[src/rtl/ula_pkg.sv]
// Shared opcode constants and FSM state type for the multi-cycle ALU.
package ula_pkg;

    localparam logic [2:0] ULA_PASSA = 3'b000;
    localparam logic [2:0] ULA_SOMA  = 3'b001;
    localparam logic [2:0] ULA_SUB   = 3'b010;
    localparam logic [2:0] ULA_MUL   = 3'b101;
    localparam logic [2:0] ULA_DIV   = 3'b110;

    typedef enum logic [1:0] {
        OCIOSO,
        CALCULA,
        FIM
    } estado_t;

endpackage

[src/rtl/ula_divisor.sv]
// Iterative restoring signed divider: LARGURA cycles, quotient truncated toward zero.
module ula_divisor #(
    parameter int LARGURA = 32
) (
    input  logic               clock,
    input  logic               reset,
    input  logic               inicio,
    input  logic [LARGURA-1:0] dividendo,
    input  logic [LARGURA-1:0] divisor,
    output logic               pronto,
    output logic [LARGURA-1:0] quociente
);

    localparam int CW = $clog2(LARGURA);

    logic               ocupado;
    logic [CW-1:0]      cnt;
    logic [LARGURA-1:0] resto, quo, dmag;
    logic               neg;
    logic [LARGURA:0]   desloc, dif;
    logic [LARGURA-1:0] resto_prox, quo_prox;

    always_comb begin
        desloc = {resto, quo[LARGURA-1]};
        dif    = desloc - {1'b0, dmag};
        if (dif[LARGURA]) begin
            resto_prox = desloc[LARGURA-1:0];
            quo_prox   = {quo[LARGURA-2:0], 1'b0};
        end else begin
            resto_prox = dif[LARGURA-1:0];
            quo_prox   = {quo[LARGURA-2:0], 1'b1};
        end
    end

    // The last iteration is consumed combinationally so the result is ready on the done cycle.
    assign pronto    = ocupado && (cnt == '0);
    assign quociente = neg ? -quo_prox : quo_prox;

    always_ff @(posedge clock) begin
        if (reset) begin
            ocupado <= 1'b0;
            cnt     <= '0;
            resto   <= '0;
            quo     <= '0;
            dmag    <= '0;
            neg     <= 1'b0;
        end else if (inicio) begin
            ocupado <= 1'b1;
            cnt     <= CW'(LARGURA - 1);
            resto   <= '0;
            quo     <= dividendo[LARGURA-1] ? -dividendo : dividendo;
            dmag    <= divisor[LARGURA-1] ? -divisor : divisor;
            neg     <= dividendo[LARGURA-1] ^ divisor[LARGURA-1];
        end else if (ocupado) begin
            resto <= resto_prox;
            quo   <= quo_prox;
            cnt   <= cnt - CW'(1);
            if (cnt == '0)
                ocupado <= 1'b0;
        end
    end

endmodule

[src/rtl/ula_multiciclo.sv]
// Multi-cycle signed ALU (pass/add/sub/shift-add mul/restoring div).
// Divider compiled in only when ULA_DIVISAO_EN is defined.
module ula_multiciclo
    import ula_pkg::*;
#(
    parameter int LARGURA = 32
) (
    input  logic               clock,
    input  logic               reset,
    input  logic               inicio,
    input  logic [2:0]         selecao,
    input  logic [LARGURA-1:0] var_X,
    input  logic [LARGURA-1:0] var_Y,
    output logic [LARGURA-1:0] resultado,
    output logic               flag_N,
    output logic               flag_Z,
    output logic               flag_DZ,
    output logic               ocupado,
    output logic               pronto
);

    localparam int CW = $clog2(LARGURA);

    estado_t            estado, prox_estado;
    logic [2:0]         op_reg;
    logic [LARGURA-1:0] x_reg, y_reg;
    logic [CW-1:0]      cnt;
    logic [LARGURA-1:0] mul_acc, mul_a, mul_b, mul_acc_prox;
    logic [LARGURA-1:0] res_calc;
    logic               aceita, fim_calc;

    assign aceita  = (estado == OCIOSO) && inicio;
    assign ocupado = (estado != OCIOSO);
    assign pronto  = (estado == FIM);

`ifdef ULA_DIVISAO_EN
    logic               dz_reg;
    logic               div_inicio, div_pronto;
    logic [LARGURA-1:0] div_q;

    assign div_inicio = aceita && (selecao == ULA_DIV) && (var_Y != '0);

    ula_divisor #(.LARGURA(LARGURA)) u_divisor (
        .clock     (clock),
        .reset     (reset),
        .inicio    (div_inicio),
        .dividendo (var_X),
        .divisor   (var_Y),
        .pronto    (div_pronto),
        .quociente (div_q)
    );
`else
    assign flag_DZ = 1'b0;
`endif

    assign mul_acc_prox = mul_acc + (mul_b[0] ? mul_a : '0);

    always_comb begin
        prox_estado = estado;
        fim_calc    = 1'b0;
        case (estado)
            OCIOSO: if (inicio) prox_estado = CALCULA;
            CALCULA: begin
                if (op_reg == ULA_MUL)
                    fim_calc = (cnt == '0);
`ifdef ULA_DIVISAO_EN
                else if ((op_reg == ULA_DIV) && !dz_reg)
                    fim_calc = div_pronto;
`endif
                else
                    fim_calc = 1'b1;
                if (fim_calc)
                    prox_estado = FIM;
            end
            FIM:     prox_estado = OCIOSO;
            default: prox_estado = OCIOSO;
        endcase
    end

    always_comb begin
        res_calc = '0;
        case (op_reg)
            ULA_PASSA: res_calc = x_reg;
            ULA_SOMA:  res_calc = x_reg + y_reg;
            ULA_SUB:   res_calc = x_reg - y_reg;
            ULA_MUL:   res_calc = mul_acc_prox;
`ifdef ULA_DIVISAO_EN
            ULA_DIV:   res_calc = dz_reg ? '0 : div_q;
`endif
            default:   res_calc = '0;
        endcase
    end

    always_ff @(posedge clock) begin
        if (reset) begin
            estado    <= OCIOSO;
            op_reg    <= ULA_PASSA;
            x_reg     <= '0;
            y_reg     <= '0;
            cnt       <= '0;
            mul_acc   <= '0;
            mul_a     <= '0;
            mul_b     <= '0;
            resultado <= '0;
            flag_N    <= 1'b0;
            flag_Z    <= 1'b1;
`ifdef ULA_DIVISAO_EN
            dz_reg    <= 1'b0;
            flag_DZ   <= 1'b0;
`endif
        end else begin
            estado <= prox_estado;
            if (aceita) begin
                op_reg  <= selecao;
                x_reg   <= var_X;
                y_reg   <= var_Y;
                cnt     <= CW'(LARGURA - 1);
                mul_acc <= '0;
                mul_a   <= var_X;
                mul_b   <= var_Y;
`ifdef ULA_DIVISAO_EN
                dz_reg  <= (selecao == ULA_DIV) && (var_Y == '0);
`endif
            end else if (estado == CALCULA) begin
                mul_acc <= mul_acc_prox;
                mul_a   <= mul_a << 1;
                mul_b   <= mul_b >> 1;
                cnt     <= cnt - CW'(1);
            end
            if (fim_calc) begin
                resultado <= res_calc;
                flag_N    <= res_calc[LARGURA-1];
                flag_Z    <= (res_calc == '0);
`ifdef ULA_DIVISAO_EN
                flag_DZ   <= (op_reg == ULA_DIV) && dz_reg;
`endif
            end
        end
    end

endmodule

[config.mk]
export PLATFORM = sky130hd
export DESIGN_NAME = ula_multiciclo
export DESIGN_NICKNAME = d
export VERILOG_FILES = /design/src/rtl/ula_pkg.sv /design/src/rtl/ula_divisor.sv /design/src/rtl/ula_multiciclo.sv
export SDC_FILE = /design/constraint.sdc
export NUM_CORES = 1
export LEC_CHECK = 0
export ABC_AREA = 1
export CAP_MARGIN = 10
export CORE_MARGIN = 1
export CORE_UTILIZATION = 35
export DETAILED_ROUTE_END_ITERATION = 10
export PLACE_DENSITY = 0.52
export REMOVE_ABC_BUFFERS = 1
export SETUP_SLACK_MARGIN = 0.02
export SLEW_MARGIN = 30
export SYNTH_ARGS = -nofsm -noshare
export SYNTH_HDL_FRONTEND = slang
export SYNTH_SLANG_ARGS = --single-unit
[constraint.sdc]
create_clock -name clock -period 4.1 [get_ports clock]
set_input_delay 0.82 -clock clock [delete_from_list [all_inputs] [get_ports clock]]
set_output_delay 0.82 -clock clock [all_outputs]
set_load 0.03 [all_outputs]
# Yosys cells after proc, flatten, opt, wreduce, memory -nomap -nowiden
# Cells that the tools add are included.
[totals]
register_bits = 204
latchBits = 0
ramBits = 0
romBits = 0
inputBits = 70
output_inout_bits = 37
elab_cells = 45
mem_count = 0
[classes]
add_sub_neg = 4
n_mul = 0
div_mod_pow = 0
magnitude_cmp = 0
n_eq_ne = 7
shift = 0
mux = 14
bitwise = 0
reduce_logical = 9
[op_table]
columns = ["cell", "count"]
rows = [
  ["$mux 32", 5],
  ["$pmux 32 s4", 1],
  ["$add 32x32->32", 2],
  ["$logic_not 32->1", 1],
  ["$sub 32x32->32", 1],
  ["$mux 5", 2],
  ["$logic_not 5->1", 1],
  ["$sub 5x1->5 const B", 1],
  ["$mux 2", 2],
  ["$ne 2x2->1 const B", 2],
  ["$pmux 2 s2", 1],
  ["$reduce_bool 2->1", 2],
  ["$eq 3x1->1 const B", 1],
  ["$eq 3x2->1 const B", 1],
  ["$eq 3x3->1 const B", 1],
  ["$logic_not 3->1", 1],
  ["$mux 1", 3],
  ["$eq 2x1->1 const B", 1],
  ["$eq 2x2->1 const B", 1],
  ["$logic_not 2->1", 1],
  ["$reduce_and 2->1", 1],
  ["$reduce_or 2->1", 1],
  ["$logic_and 1x1->1", 1],
]

# Depth between registers and ports, before layout
[logic_depth]
ltp_word = 5
ltp_mapped = 31
depth_no_buf = 31

# Worst setup path after synthesis
# No wires, ideal clock.
[synth_timing]
path_kind = "register to register"
startpoint = "reg y_reg[1]"
endpoint = "reg flag_Z"
setup_time_ps = 59
t_arrival_ps = 3118
required_ps = 4041
path_slack_ps = 924
path_stages_with_launch = 28
path_buffers = 0
period_less_slack_ps = 3176
path_cell_list = "dfxtp_1 -> inv_1 -> ha_1 -> nand3_1 -> nor3_2 -> nand4_1 -> nor3_2 -> nand2_1 -> nand2_1 -> o21ai_2 -> a21oi_2 -> o21ai_1 -> xor2_1 -> ha_1 -> nand2_1 -> nor2_1 -> nand2_1 -> nor3_1 -> nand2_1 -> nand2_1 -> nand2_1 -> nand3_1 -> nand3_1 -> nor2_1 -> nand2_1 -> nor2_1 -> nand4_1 -> nand2_1"
[synth_between]
elab_chain_cells = 3
elab_cells_between_ends = 4
cone_classes = "2 x add/sub; 1 x mux; 1 x reduce/logical"
[synth_lines]
columns = ["element", "line_no", "text"]
rows = [
  ["from (decl)", "ula_multiciclo.sv:26", "logic [LARGURA-1:0] x_reg, y_reg;"],
  ["from (signal assigned)", "ula_multiciclo.sv:116", "y_reg <= var_Y;"],
  ["$sub 32x32->32 or $add 32x32->32 (tied branches)", "ula_multiciclo.sv:85, ula_multiciclo.sv:84", ""],
  ["$pmux 32 s4 (*)", "ula_multiciclo.sv:82", "case (op_reg)"],
  ["$logic_not 32->1 (*)", "ula_multiciclo.sv:133", "flag_Z <= (res_calc == '0);"],
  ["to (signal assigned)", "ula_multiciclo.sv:133", ""],
  ["to (decl)", "ula_multiciclo.sv:16", "output logic flag_Z,"],
]
# Mark *: on every way between the ends. The rest lies on a longest branch, timed or not.
# A chain may end at the register's enable or synchronous reset.

# Worst setup path after layout
[layout_timing]
startpoint = "reg y_reg[0]"
endpoint = "reg flag_Z"
# Same word-level chain as after synthesis.

==> summary.txt <==
Outcome
  – Status: finished, final reports clean

Logic synthesis
  – Post-synth EDFFs: 0
  – Ys flop type: dfxtp_1
  – Post-synth top area cell: dfxtp_1
  – Synth Cell Area: ~14000 um^2
  – Synth top area cells: dfxtp_1 29%, nand2_1 20%, inv_1 11%
  – Synth top area share: 28.58%
  – Synth Warn #: 0
  – Post-synthesis cell count: 2379
  – #FFs+latches synth: roughly 200
  – Avg Inst Size Synth: 5.977 um^2
  – Ys async rst share: 0%
  – Sequential area share after synthesis: between 20% and 30%
  – Yosys cell types: 44

Setup path
  – Setup crit end kind: register
  – CP required: around 4600 ps
  – Crit Path Class: register to register
  – Critical path peak fanout: 4
  – Critical path startpoint category: register
  – Critical path arrival: 4330 ps

Timing
  – Slew Limit Fails: 0
  – Worst-margin pin slew: 783.9 ps
  – Relative max-transition margin: roughly 48%
  – Fmax: ~260 MHz
  – Hold Fails Final Rpt: 0
  – Setup violators final: 0
  – Final Cycle Share: approximately 94%
  – RSZ-0062 raised after global routing: yes
  – Max Clock Skew: 19.55 ps
  – Period minus WS final: 3834 ps
  – Hold WS: 471.6 ps

CTS
  – Clock buffer depth: 3
  – H-Tree Depth: 1
  – CTS tree: done
  – CTS root buffer: clkbuf_16
  – CTS buffer count: 24
  – Reg clk slew, reported paths: approximately 70 ps
  – Clock Sinks: approximately 200
  – Clock latency on the worst-skew pair: about 550 ps

Global route
  – Vias in the first global route: roughly 14000
  – Global route total overflow: 0
  – GRT Overall Usage: a little under a quarter
  – Initial antenna violation count: 0
  – Largest net degree at the start of global routing: 72
  – Wire length of the first global-routing pass: approximately 75 mm

Min path
  – Hold/Removal Path Class: register to register

Place
  – GP Congestion: 0.9179
  – Placed cell count: between 2000 and 3000
  – # port buffers: between 100 and 150
  – Post-DP HPWL: ~39 mm

Power and ir drop
  – Static Leak: 8.614 nW
  – Switching Power: between 2 and 2.5 mW
  – PwrDens: ~360 nW/um^2
  – Flop pwr share: approximately 36%
  – Combinational power share: about 29%
  – Design Power: approximately 6.1 mW
  – Max VDD drop: approximately 0.00031 V
  – Cell-internal power: 3.966 mW
  – Switch share: between 30% and 40%
  – Clock network fraction of total power: between 30% and 40%

Layout
  – Area Growth Syn to Fin: 18.40%
  – Final net count: about 2600
  – Final non-filler cell total: roughly 3000
  – Layout cells sized above 1: under 10%
  – Most common cell after layout, fill and taps aside: nand2_1
  – Final core utilization: roughly 42%
  – Commonest cells after routing, fill and taps aside: 748 x nand2_1, 415 x inv_1, 215 x nand3_1
  – Ant. Diodes: 0

Floorplan
  – Initial core utilization: between 30% and 40%
  – Row count: 73
  – DIE AREA: 41430 um^2
  – Core ar.: 39910 um^2
  – Die Ht: slightly above 200 um
  – Ports: 107
  – Die Wd: roughly 200 um

Route
  – Initial drt markers: about 840
  – Total wire length: approximately 48 mm
  – Antenna-violating nets left: 0
  – Vias/cell: 4.853
  – Initial DRT Pass Iterations: 5
  – Per-cell routed wire length: roughly 16 um
  – # DRC: 0
  – Total number of vias: 14540

Job
  – Max-cap violations: 0
power groups by stage:
stage | clock (mW) | sequential [mW] | combinational [mW]
after floorplan | 0 | 2.28 | 1.08
after global placement | 0 | 2.26 | 1.68
after detailed placement | 0 | 2.26 | 1.69
after CTS | 2.18 | 2.22 | 1.70
after global routing | 2.25 | 2.24 | 1.98
final | 2.12 | 2.22 | 1.77
worst paths after layout:
path                    from    endpoint  slack (ps)  cells after the start
setup / recovery    y_reg[0]      flag_Z         270                     27
setup reg to reg    y_reg[0]      flag_Z         270                     27
hold reg to reg   mul_acc[2]  mul_acc[2]         470                      2
hold / removal    mul_acc[2]  mul_acc[2]         470                      2
metal layers:
metal	track usage, %	vias to the layer above	share of wire [%]
li1	-	7579	-
met1	31.49	6657	47
met4	6.096	0	2.3
met3	1.934	62	3.6
met2	39.85	245	47
met5	0	-	0
cell usage after synthesis (2+ instances only):
| master | instances |
|---|---|
| a21o_1 | 2 |
| a21oi_1 | 58 |
| a21oi_2 | 2 |
| a31oi_1 | 34 |
| and2_1 | 3 |
| and3_1 | 2 |
| buf_1 | 8 |
| buf_2 | 6 |
| buf_4 | 3 |
| clkbuf_1 | 59 |
| clkinv_1 | 2 |
| dfxtp_1 | 203 |
| fa_1 | 2 |
| ha_1 | 65 |
| inv_1 | 422 |
| inv_2 | 6 |
| nand2_1 | 761 |
| nand2_2 | 22 |
| nand3_1 | 222 |
| nand3_2 | 11 |
| nand3b_1 | 21 |
| nand4_1 | 27 |
| nor2_1 | 212 |
| nor2_2 | 18 |
| nor2_4 | 2 |
| nor3_1 | 8 |
| nor3_2 | 6 |
| o211ai_1 | 28 |
| o21ai_0 | 86 |
| o21ai_2 | 3 |
| o21bai_1 | 2 |
| o22ai_1 | 22 |
| o31ai_1 | 3 |
| or2_2 | 2 |
| xor2_1 | 37 |
metrics by stage:
step,worst slack (ps),TNS (ps),cell area (um^2)
finish,265.7,0,16830
global placement,273.0,0,15790
detailed placement,239.3,0,15820
global route,-79.90,-79.90,16830
CTS,187.8,0,16580
floorplan,148.2,0,13900
logic make-up (layout without fill, tap and decap cells):
family                     Yosys count  count (layout)  share of synthesized area [%]
adders and majority gates           67              67                          6.001
and+or+nand+nor                   1322            1322                          39.77
AOI/OAI and AO/OA                  242             242                          9.776
xor gates and xnor gates            37              37                          2.279
buffers and inverters              507             600                          13.57
other                                1               1                        0.02637
DFF                                203             203                          28.58
critical path: stages, from the launching register on:
cell,delay (ps)
dfxtp_2,330
inv_2,90
ha_4,150
nand3_4,80
nor3_4,190
nand4_1,160
nor3_2,250
nand2_1,120
nand2_2,110
o21ai_4,80
a21oi_4,190
o21ai_2,80
xor2_1,180
ha_2,420
nand2_2,100
nor2_2,120
nand2_1,90
nor2_1,90
nand2_1,110
nand2_1,90
nand2_1,60
nand3_2,90
nand3_2,90
nor2_1,100
nand2_1,80
nor2_2,120
nand4_1,100
nand2_1,80
repair_timing:
| action | CTS | global route |
|---|---|---|
| setup endpoints to repair | 0 | 3 |
| setup buffers | 0 | 5 |
| resized for setup | 0 | 58 |
| hold buffers | 0 | 0 |
layout make-up:
class                           count  area (um^2)
Inverter                          430         1614
Clock inverter                      5        70.07
Fill cell                        4386        23080
Multi-Input combinational cell   1669         8462
Sequential cell                   203         4065
Tap cell                          525        656.9
Timing Repair Buffer              129         1271
Clock buffer                       36        695.7
Note: power is estimated with default switching activity, not from simulation.
